## config.mk

```make
export PLATFORM = sky130hd
export DESIGN_NAME = dsram_port_sched_flat
export DESIGN_NICKNAME = d
export VERILOG_FILES = /design/src/rtl/dsram_port_sched_if.sv /design/src/rtl/dsram_port_sched.sv /design/src/flat_wrapper.sv
export SDC_FILE = /design/constraint.sdc
export NUM_CORES = 1
export LEC_CHECK = 0
export CAP_MARGIN = 15
export CORE_AREA = 4 4 95 97
export CTS_BUF_LIST = sky130_fd_sc_hd__clkbuf_4 sky130_fd_sc_hd__clkbuf_8
export DETAILED_ROUTE_END_ITERATION = 8
export DIE_AREA = 0 0 99 101
export MAX_ROUTING_LAYER = met4
export PLACE_DENSITY = 0.67
export SETUP_SLACK_MARGIN = 0.3
export SYNTH_ARGS = -nofsm -noshare
export SYNTH_HDL_FRONTEND = slang
export SYNTH_SLANG_ARGS = --single-unit
```

## constraint.sdc

```tcl
create_clock -name clk -period 6.7 [get_ports clk]
set_input_delay 2.01 -clock clk [delete_from_list [all_inputs] [get_ports clk]]
set_output_delay 2.01 -clock clk [all_outputs]
set_load 0.01 [all_outputs]
```

## src/rtl/dsram_port_sched_if.sv

```systemverilog
// dsram_port_sched_if: request, store-buffer, flush and data SRAM signals of the port scheduler.
interface dsram_port_sched_if;
    logic        ld_req_valid;
    logic [31:0] ld_req_addr;
    logic        ld_req_ready;
    logic        ld_rdata_valid;
    logic [31:0] ld_rdata;
    logic        sb_req_valid;
    logic [31:0] sb_req_addr;
    logic [3:0]  sb_req_wen;
    logic [31:0] sb_req_wdata;
    logic        sb_req_ready;
    logic [4:0]  sb_count;
    logic        sb_addr_hit;
    logic        flush_req;
    logic        flush_done;
    logic        data_sram_en;
    logic [3:0]  data_sram_wen;
    logic [31:0] data_sram_addr;
    logic [31:0] data_sram_wdata;
    logic [31:0] data_sram_rdata;

    modport master (
        output ld_req_valid, ld_req_addr, sb_req_valid, sb_req_addr, sb_req_wen, sb_req_wdata,
               sb_count, sb_addr_hit, flush_req, data_sram_rdata,
        input  ld_req_ready, ld_rdata_valid, ld_rdata, sb_req_ready, flush_done,
               data_sram_en, data_sram_wen, data_sram_addr, data_sram_wdata
    );

    modport slave (
        input  ld_req_valid, ld_req_addr, sb_req_valid, sb_req_addr, sb_req_wen, sb_req_wdata,
               sb_count, sb_addr_hit, flush_req, data_sram_rdata,
        output ld_req_ready, ld_rdata_valid, ld_rdata, sb_req_ready, flush_done,
               data_sram_en, data_sram_wen, data_sram_addr, data_sram_wdata
    );
endinterface

```

## src/rtl/dsram_port_sched.sv

```systemverilog
// dsram_port_sched: arbitrates the single data SRAM port between MEM-stage loads and store-buffer drains.
module dsram_port_sched #(
    parameter int SB_DEPTH   = 16,
    parameter int HIGH_WM    = 12,
    parameter int LOW_WM     = 4,
    parameter int STARVE_MAX = 8
) (
    input logic clk,
    input logic resetn,
    dsram_port_sched_if.slave bus
);
    localparam int CW = $clog2(SB_DEPTH + 1);
    localparam int SW = $clog2(STARVE_MAX + 1);
    localparam logic [CW-1:0] HWM  = CW'(HIGH_WM);
    localparam logic [CW-1:0] LWM  = CW'(LOW_WM);
    localparam logic [SW-1:0] SMAX = SW'(STARVE_MAX);

    typedef enum logic [1:0] {NORMAL, DRAIN, FLUSH} state_t;

    state_t        state, state_nx;
    logic [SW-1:0] starve_cnt;
    logic          ld_gnt, sb_gnt, store_mode, flush_done_nx;
    logic          ld_rdata_valid, flush_done;

    // DRAIN releases loads in the very cycle occupancy falls to the low watermark
    always_comb begin
        store_mode = state == FLUSH || (state == DRAIN && bus.sb_count > LWM);
        sb_gnt     = bus.sb_req_valid && (store_mode || starve_cnt == SMAX || !bus.ld_req_valid || bus.sb_addr_hit);
        ld_gnt     = !store_mode && bus.ld_req_valid && !bus.sb_addr_hit && !sb_gnt;
    end

    always_comb begin
        state_nx      = state;
        flush_done_nx = 1'b0;
        if (state == FLUSH) begin
            state_nx      = bus.sb_count == '0 ? NORMAL : FLUSH;
            flush_done_nx = bus.sb_count == '0;
        end else if (bus.flush_req) begin
            state_nx      = bus.sb_count == '0 ? NORMAL : FLUSH;
            flush_done_nx = bus.sb_count == '0;
        end else if (state == NORMAL && bus.sb_count >= HWM) begin
            state_nx = DRAIN;
        end else if (state == DRAIN && bus.sb_count <= LWM) begin
            state_nx = NORMAL;
        end
    end

    always_ff @(posedge clk or negedge resetn) begin
        if (!resetn) begin
            state          <= NORMAL;
            starve_cnt     <= '0;
            ld_rdata_valid <= 1'b0;
            flush_done     <= 1'b0;
        end else begin
            state          <= state_nx;
            starve_cnt     <= (sb_gnt || !bus.sb_req_valid) ? '0 :
                              (ld_gnt && starve_cnt != SMAX) ? starve_cnt + 1'b1 : starve_cnt;
            ld_rdata_valid <= ld_gnt;
            flush_done     <= flush_done_nx;
        end
    end

    assign bus.ld_req_ready    = ld_gnt;
    assign bus.sb_req_ready    = sb_gnt;
    assign bus.data_sram_en    = ld_gnt || sb_gnt;
    assign bus.data_sram_wen   = sb_gnt ? bus.sb_req_wen : 4'h0;
    assign bus.data_sram_addr  = sb_gnt ? bus.sb_req_addr : ld_gnt ? bus.ld_req_addr : 32'h0;
    assign bus.data_sram_wdata = sb_gnt ? bus.sb_req_wdata : 32'h0;
    assign bus.ld_rdata_valid  = ld_rdata_valid;
    assign bus.ld_rdata        = ld_rdata_valid ? bus.data_sram_rdata : 32'h0;
    assign bus.flush_done      = flush_done;
endmodule
```

## src/flat_wrapper.sv

```systemverilog
// flat-port wrapper written by rule: the top's interface ports become plain ports
module dsram_port_sched_flat 
#(
    parameter int SB_DEPTH   = 16,
    parameter int HIGH_WM    = 12,
    parameter int LOW_WM     = 4,
    parameter int STARVE_MAX = 8
)
  (clk, resetn, bus_ld_req_valid, bus_ld_req_addr, bus_sb_req_valid, bus_sb_req_addr, bus_sb_req_wen, bus_sb_req_wdata, bus_sb_count, bus_sb_addr_hit, bus_flush_req, bus_data_sram_rdata, bus_ld_req_ready, bus_ld_rdata_valid, bus_ld_rdata, bus_sb_req_ready, bus_flush_done, bus_data_sram_en, bus_data_sram_wen, bus_data_sram_addr, bus_data_sram_wdata);
  dsram_port_sched_if bus_i ();
  input logic clk;
  input logic resetn;
  input wire logic [$bits(bus_i.ld_req_valid)-1:0] bus_ld_req_valid;
  input wire logic [$bits(bus_i.ld_req_addr)-1:0] bus_ld_req_addr;
  input wire logic [$bits(bus_i.sb_req_valid)-1:0] bus_sb_req_valid;
  input wire logic [$bits(bus_i.sb_req_addr)-1:0] bus_sb_req_addr;
  input wire logic [$bits(bus_i.sb_req_wen)-1:0] bus_sb_req_wen;
  input wire logic [$bits(bus_i.sb_req_wdata)-1:0] bus_sb_req_wdata;
  input wire logic [$bits(bus_i.sb_count)-1:0] bus_sb_count;
  input wire logic [$bits(bus_i.sb_addr_hit)-1:0] bus_sb_addr_hit;
  input wire logic [$bits(bus_i.flush_req)-1:0] bus_flush_req;
  input wire logic [$bits(bus_i.data_sram_rdata)-1:0] bus_data_sram_rdata;
  output wire logic [$bits(bus_i.ld_req_ready)-1:0] bus_ld_req_ready;
  output wire logic [$bits(bus_i.ld_rdata_valid)-1:0] bus_ld_rdata_valid;
  output wire logic [$bits(bus_i.ld_rdata)-1:0] bus_ld_rdata;
  output wire logic [$bits(bus_i.sb_req_ready)-1:0] bus_sb_req_ready;
  output wire logic [$bits(bus_i.flush_done)-1:0] bus_flush_done;
  output wire logic [$bits(bus_i.data_sram_en)-1:0] bus_data_sram_en;
  output wire logic [$bits(bus_i.data_sram_wen)-1:0] bus_data_sram_wen;
  output wire logic [$bits(bus_i.data_sram_addr)-1:0] bus_data_sram_addr;
  output wire logic [$bits(bus_i.data_sram_wdata)-1:0] bus_data_sram_wdata;
  assign bus_i.ld_req_valid = bus_ld_req_valid;
  assign bus_i.ld_req_addr = bus_ld_req_addr;
  assign bus_i.sb_req_valid = bus_sb_req_valid;
  assign bus_i.sb_req_addr = bus_sb_req_addr;
  assign bus_i.sb_req_wen = bus_sb_req_wen;
  assign bus_i.sb_req_wdata = bus_sb_req_wdata;
  assign bus_i.sb_count = bus_sb_count;
  assign bus_i.sb_addr_hit = bus_sb_addr_hit;
  assign bus_i.flush_req = bus_flush_req;
  assign bus_i.data_sram_rdata = bus_data_sram_rdata;
  assign bus_ld_req_ready = bus_i.ld_req_ready;
  assign bus_ld_rdata_valid = bus_i.ld_rdata_valid;
  assign bus_ld_rdata = bus_i.ld_rdata;
  assign bus_sb_req_ready = bus_i.sb_req_ready;
  assign bus_flush_done = bus_i.flush_done;
  assign bus_data_sram_en = bus_i.data_sram_en;
  assign bus_data_sram_wen = bus_i.data_sram_wen;
  assign bus_data_sram_addr = bus_i.data_sram_addr;
  assign bus_data_sram_wdata = bus_i.data_sram_wdata;
  dsram_port_sched #(.SB_DEPTH(SB_DEPTH), .HIGH_WM(HIGH_WM), .LOW_WM(LOW_WM), .STARVE_MAX(STARVE_MAX)) u_core (.clk(clk), .resetn(resetn), .bus(bus_i));
endmodule
```

Yosys cells after proc, flatten, opt, wreduce, memory -nomap -nowiden
Cells that the tools add are included.

storage, ports and cells
  word-level logic and storage cells = 49
  bits in registers = 8
  output and inout port bits = 105
  bits of input ports = 143

operators by class
  order comparisons = 3
  add/subtract/negate cells = 1
  equal/unequal tests = 4
  multiplexer cells = 14
  reduce and logical (&&, ||, !) cells = 23

operators by type and width
  operator             count
  $mux 32              4
  $mux 4               3
  $mux 2               5
  $logic_and 1x1->1    8
  $logic_or 1x1->1     6
  $ge 5x4->1 const B   1
  $gt 5x3->1 const B   1
  $le 5x3->1 const B   1
  $logic_not 1->1      5
  $logic_not 5->1      1
  $add 4x1->4 const B  1
  $eq 4x4->1 const B   1
  $ne 4x4->1 const B   1
  $reduce_bool 4->1    1
  $eq 2x1->1 const B   1
  $eq 2x2->1 const B   1
  $logic_not 2->1      1
  $mux 1               2
  $reduce_bool 2->1    1

Longest topological paths before layout
  depth after elaboration = 12
  mapped depth = 7
  depth with buffers taken out = 6

Worst setup path before layout
OpenSTA, ideal clock, no wires.

  kind = in2out
  from = input port bus_sb_count[3]
  to = output port bus_data_sram_addr[22]
  data required time = 4.690 ns
  arrival = 3.332 ns
  stages = 5
  buffers on the path = 1
  slack = 1.358 ns
  path through = or2_4 > a2111o_1 > nor3_4 > buf_6 > a22o_1

between the ends
  cells in the longest elaborated chain, start to end = 11
  elaborated cells on any way between the ends = 14
  classes of those cells = order compare: 1; mux: 2; reduce/logical: 11

RTL lines
  what                            line                    RTL
  start, declared                 flat_wrapper.sv:19      input wire logic [$bits(bus_i.sb_count)-1:0] bus_sb_count;
  $gt 5x3->1 *                    dsram_port_sched.sv:27  store_mode = state == FLUSH || (state == DRAIN && bus.sb_count > LWM);
  $logic_and 1x1->1 *             dsram_port_sched.sv:27
  $logic_or 1x1->1 *              dsram_port_sched.sv:27
  $logic_or 1x1->1 (3 in series)  dsram_port_sched.sv:28  sb_gnt = bus.sb_req_valid && (store_mode || starve_cnt == SMAX || !bus.ld_req_valid || bus.sb_addr_hit);
  $logic_and 1x1->1               dsram_port_sched.sv:28
  $logic_not 1->1                 dsram_port_sched.sv:29  ld_gnt = !store_mode && bus.ld_req_valid && !bus.sb_addr_hit && !sb_gnt;
  $logic_and 1x1->1 *             dsram_port_sched.sv:29
  via bus_ld_req_ready            flat_wrapper.sv:23      output wire logic [$bits(bus_i.ld_req_ready)-1:0] bus_ld_req_ready;
  $mux 32 * (2 in series)         dsram_port_sched.sv:67  assign bus.data_sram_addr = sb_gnt ? bus.sb_req_addr : ld_gnt ? bus.ld_req_addr : 32'h0;
  end, declared                   flat_wrapper.sv:30      output wire logic [$bits(bus_i.data_sram_addr)-1:0] bus_data_sram_addr;

Mark *: on every way through the listed nets, which the timed path passes. The rest lies on a longest branch.

Worst setup path after layout
  from = input port bus_sb_count[3]
  to = output port bus_data_sram_addr[4]

between the ends
  cells in the longest elaborated chain, start to end = 11
  elaborated cells on any way between the ends = 14
  classes of those cells = order compare: 1; mux: 2; reduce/logical: 11

RTL lines
  what                            line
  $gt 5x3->1 *                    dsram_port_sched.sv:27
  $logic_and 1x1->1 *             dsram_port_sched.sv:27
  $logic_or 1x1->1 *              dsram_port_sched.sv:27
  $logic_or 1x1->1 (3 in series)  dsram_port_sched.sv:28
  $logic_and 1x1->1               dsram_port_sched.sv:28
  $logic_not 1->1                 dsram_port_sched.sv:29
  $logic_and 1x1->1               dsram_port_sched.sv:29
  $mux 32                         dsram_port_sched.sv:67
  $mux 32 *                       dsram_port_sched.sv:67

Every way passes the cells marked *; elsewhere a longest branch is shown, timed or not.

==> flow_summary.ini <==
[status]
run_status = finished clean

[finish]
layout.cells.most_common_list = 233 x clkdlybuf4s50_1, 69 x and2_1, 32 x a22o_1
antenna-diode-count = 0
share_of_cells_above_drive_strength_1_pct = 4.19
areaGrowthSynthToFinish_pct = 215
n_fill_cell = 776
final_nets = 553
layout.cells.most_common = clkdlybuf4s50_1

[floorplan]
die_area_um2 = 10000
floorplan.die.height_um = 101
rows = 33
fp.dieW_um = 99
initial_core_util_pct = 15.5
core_area_um2 = 8130
ioPinCount = 248

[setup_path]
timing.critical_path.depth = 8
cp_data_arrival_time_ps = 4340
rrSetupSlack_ps = 5030
worstPathCellList = clkdlybuf4s50_1 > or2_4 > a2111o_1 > nor3_4 > buf_6 > buf_4 > a22o_1 > clkdlybuf4s50_1
timing.reg2reg.worst_path_depth = 5
crit_path_class = input pin to output pin
path_delay_family = buffers and inverters
cp-end-kind = output pin
worst_path_max_delay_cell = clkdlybuf4s50_1
r2r_start = u_core.state[0]
reg2reg_to = u_core.bus.ld_rdata_valid
crit_required_ps = 4690
path_max_fanout = 7
critical_path.most_common_cell = clkdlybuf4s50_1
cp_slowest_stage_delay_ps = 530
critPathLaunchType = input pin
critical_path.n_buffers_inverters = 4

[logic_synthesis]
syn_avg_cell_area_um2 = 7.87
post-synth-top-area-fraction_pct = 34.3
synth_seq_cells = 8
synthesis.yosys.warnings = 0
synth_top_cell_by_area = and2_1
number_of_nets_produced_by_synthesis = 305
postSynthCellCount = 160
synth_area_um2 = 1260
synth_sequential_area_ratio_pct = 15.9
ys_top_cells_by_area = and2_1 34%, a22o_1 22%, dfrtp_1 16%
synth_cell_types = 29

[global_route]
overall_global_routing_usage_pct = 15.3
met1_usage_pct = 16.7
grt_antenna_before_repair = 0
pin_count_of_the_biggest_net_entering_global_routing = 41
globalRouteMet2Util_pct = 28.3
grtUsageMet3_pct = 3.81
top_usage_layer = met2
first_global_vias = 2267
globalRouteOverflowTotal = 0
wire_length_of_the_first_global_routing_pass_mm = 11.7

[place]
place.port_buffers = 247
place.gp.congestion = 0.889
place_hpwl_mm = 7.39
dpl_worst_slack_ps = 252

[clock_network]
clock_tree.htree_level_count = 1
tritoncts = yes
numClockSinks = 8
cts_inserted_buffers = 3
clock_root_buffer_master = clkbuf_8
clk_latency_ps = 220
clockBufferDepth = 2
clkTransAtPathRegs_ps = 40

[drt]
drt-wirelength-per-cell_um = 17.1
final_ant_viol_nets = 0
vias_per_cell = 4.21
detailed_route_iter0_violations = 24
postRouteWirelength_mm = 8.73
drc = 0
dr_total_vias = 2149
detailed_router_iteration_count_before_antenna_repair = 4

[worst_hold_path]
min_delay_worst_endpoint = u_core.starve_cnt[0]
timing.hold.worst.class = flip-flop to flip-flop
holdPathStages = 1
min_from = u_core.starve_cnt[0]

[sta]
hold_viol = 0
final_max_slew_viol_count = 0
post_layout_minimum_cycle_time_ps = 6350
finalSetupViolCount = 0
tns_ps = 0
worst-slew-pin-transition_ps = 672
clock.fmax_mhz = 157
clock-skew-final_ps = 1.18
maxSlewHeadroom_pct = 55.2
min_period_over_period_pct = 94.8
timing.final.ws_setup_ps = 347
rsz0062_at_grt = yes

[power]
power.ir.vdd_worst_mv = 0.0491
power_density_nw_per_um2 = 81.0
static_leakage_nw = 1.68

[flow_run]
maxCapViolations = 0
-- through the flow --
| step | instances | utilization (%) | cell area [µm²] | hold WS (ps) | total power, mW |
|---|---|---|---|---|---|
| 3_3_place_gp | 503 | 47.2 | 3840 | 488 | 0.265 |
| 2_1_floorplan | 160 | - | 1260 | 460 | 0.109 |
| 6_report | 511 | 48.7 | 3970 | 523 | 0.321 |
| 4_1_cts | 506 | 47.7 | 3880 | 525 | 0.325 |
| 3_5_place_dp | 503 | 47.2 | 3840 | 510 | 0.266 |
| 5_1_grt | 511 | 48.7 | 3970 | 569 | 0.339 |
-- layout make-up --
cell class	count	area (µm²)	area share, %
multi-input combinational	134	975	24.6
clock buffer	3	41.3	1.04
tap	105	131	3.31
inverter	5	18.8	0.473
sequential	8	200	5.05
timing repair buffer	256	2600	65.5
-- logic make-up (layout without fill, tap and decap cells) --
family / Yosys count / after routing / share of synthesized area (%)
xor+xnor: 2 / 2 / 1.39
fa+ha+maj: 2 / 2 / 1.99
simple gates: 88 / 88 / 43.7
buf+inv: 18 / 264 / 7.36
flops: 8 / 8 / 15.9
compound gates: 42 / 42 / 29.6
-- sequential cells by signal, indices dropped and copies added (netlist names) --
register	cells
u_core.bus.flush_done	1
u_core.bus.ld_rdata_valid	1
u_core.starve_cnt	4
u_core.state	2
-- power breakdown --
group	internal (mW)	switching, mW	total, mW
Clock	0.0387	0.0169	0.0557
Sequential	0.0496	0.00227	0.0518
Combinational	0.147	0.0671	0.214
-- what timing repair did --
item                                    in CTS  in global routing
pin swaps                                    0                  2
resized for setup                            0                 21
hold buffers                                 0                  0
cloned                                       0                  2
endpoints found under the setup margin      27                 48
setup buffers                                0                  3
-- layer usage --
layer | vias up | part of all wire, %
met1 | 939 | 38
met3 | 6 | 11
met2 | 158 | 51
met4 | 0 | 0.74
met5 | - | 0
li1 | 1046 | -
-- worst max path at each step --
stage	slack, ps	end	startpoint
after CTS	250	bus_data_sram_addr[25]	bus_sb_count[3]
after global placement	300	bus_data_sram_addr[0]	bus_sb_count[3]
after global routing	270	bus_data_sram_addr[8]	bus_sb_count[3]
after floorplan	1360	bus_data_sram_addr[22]	bus_sb_count[3]
after detailed placement	250	bus_data_sram_addr[22]	bus_sb_count[3]
final	350	bus_data_sram_addr[4]	bus_sb_count[3]
-- cells in the mapped netlist, drive strengths merged --
library cell / n
and2: 69
a22o: 32
clkbuf: 8
dfrtp: 8
buf: 5
inv: 5
nor3: 5
nor2b: 3
o21ai: 3
a31oi: 2
ha: 2
nand2b: 2
nand3: 2
nor2: 2
o21a: 2
a2111o: 1
a2111oi: 1
a21oi: 1
and2b: 1
nand2: 1
nand3b: 1
nor4: 1
or2: 1
xnor2: 1
xor2: 1
No activity file was read; power rests on OpenSTA's default activity.
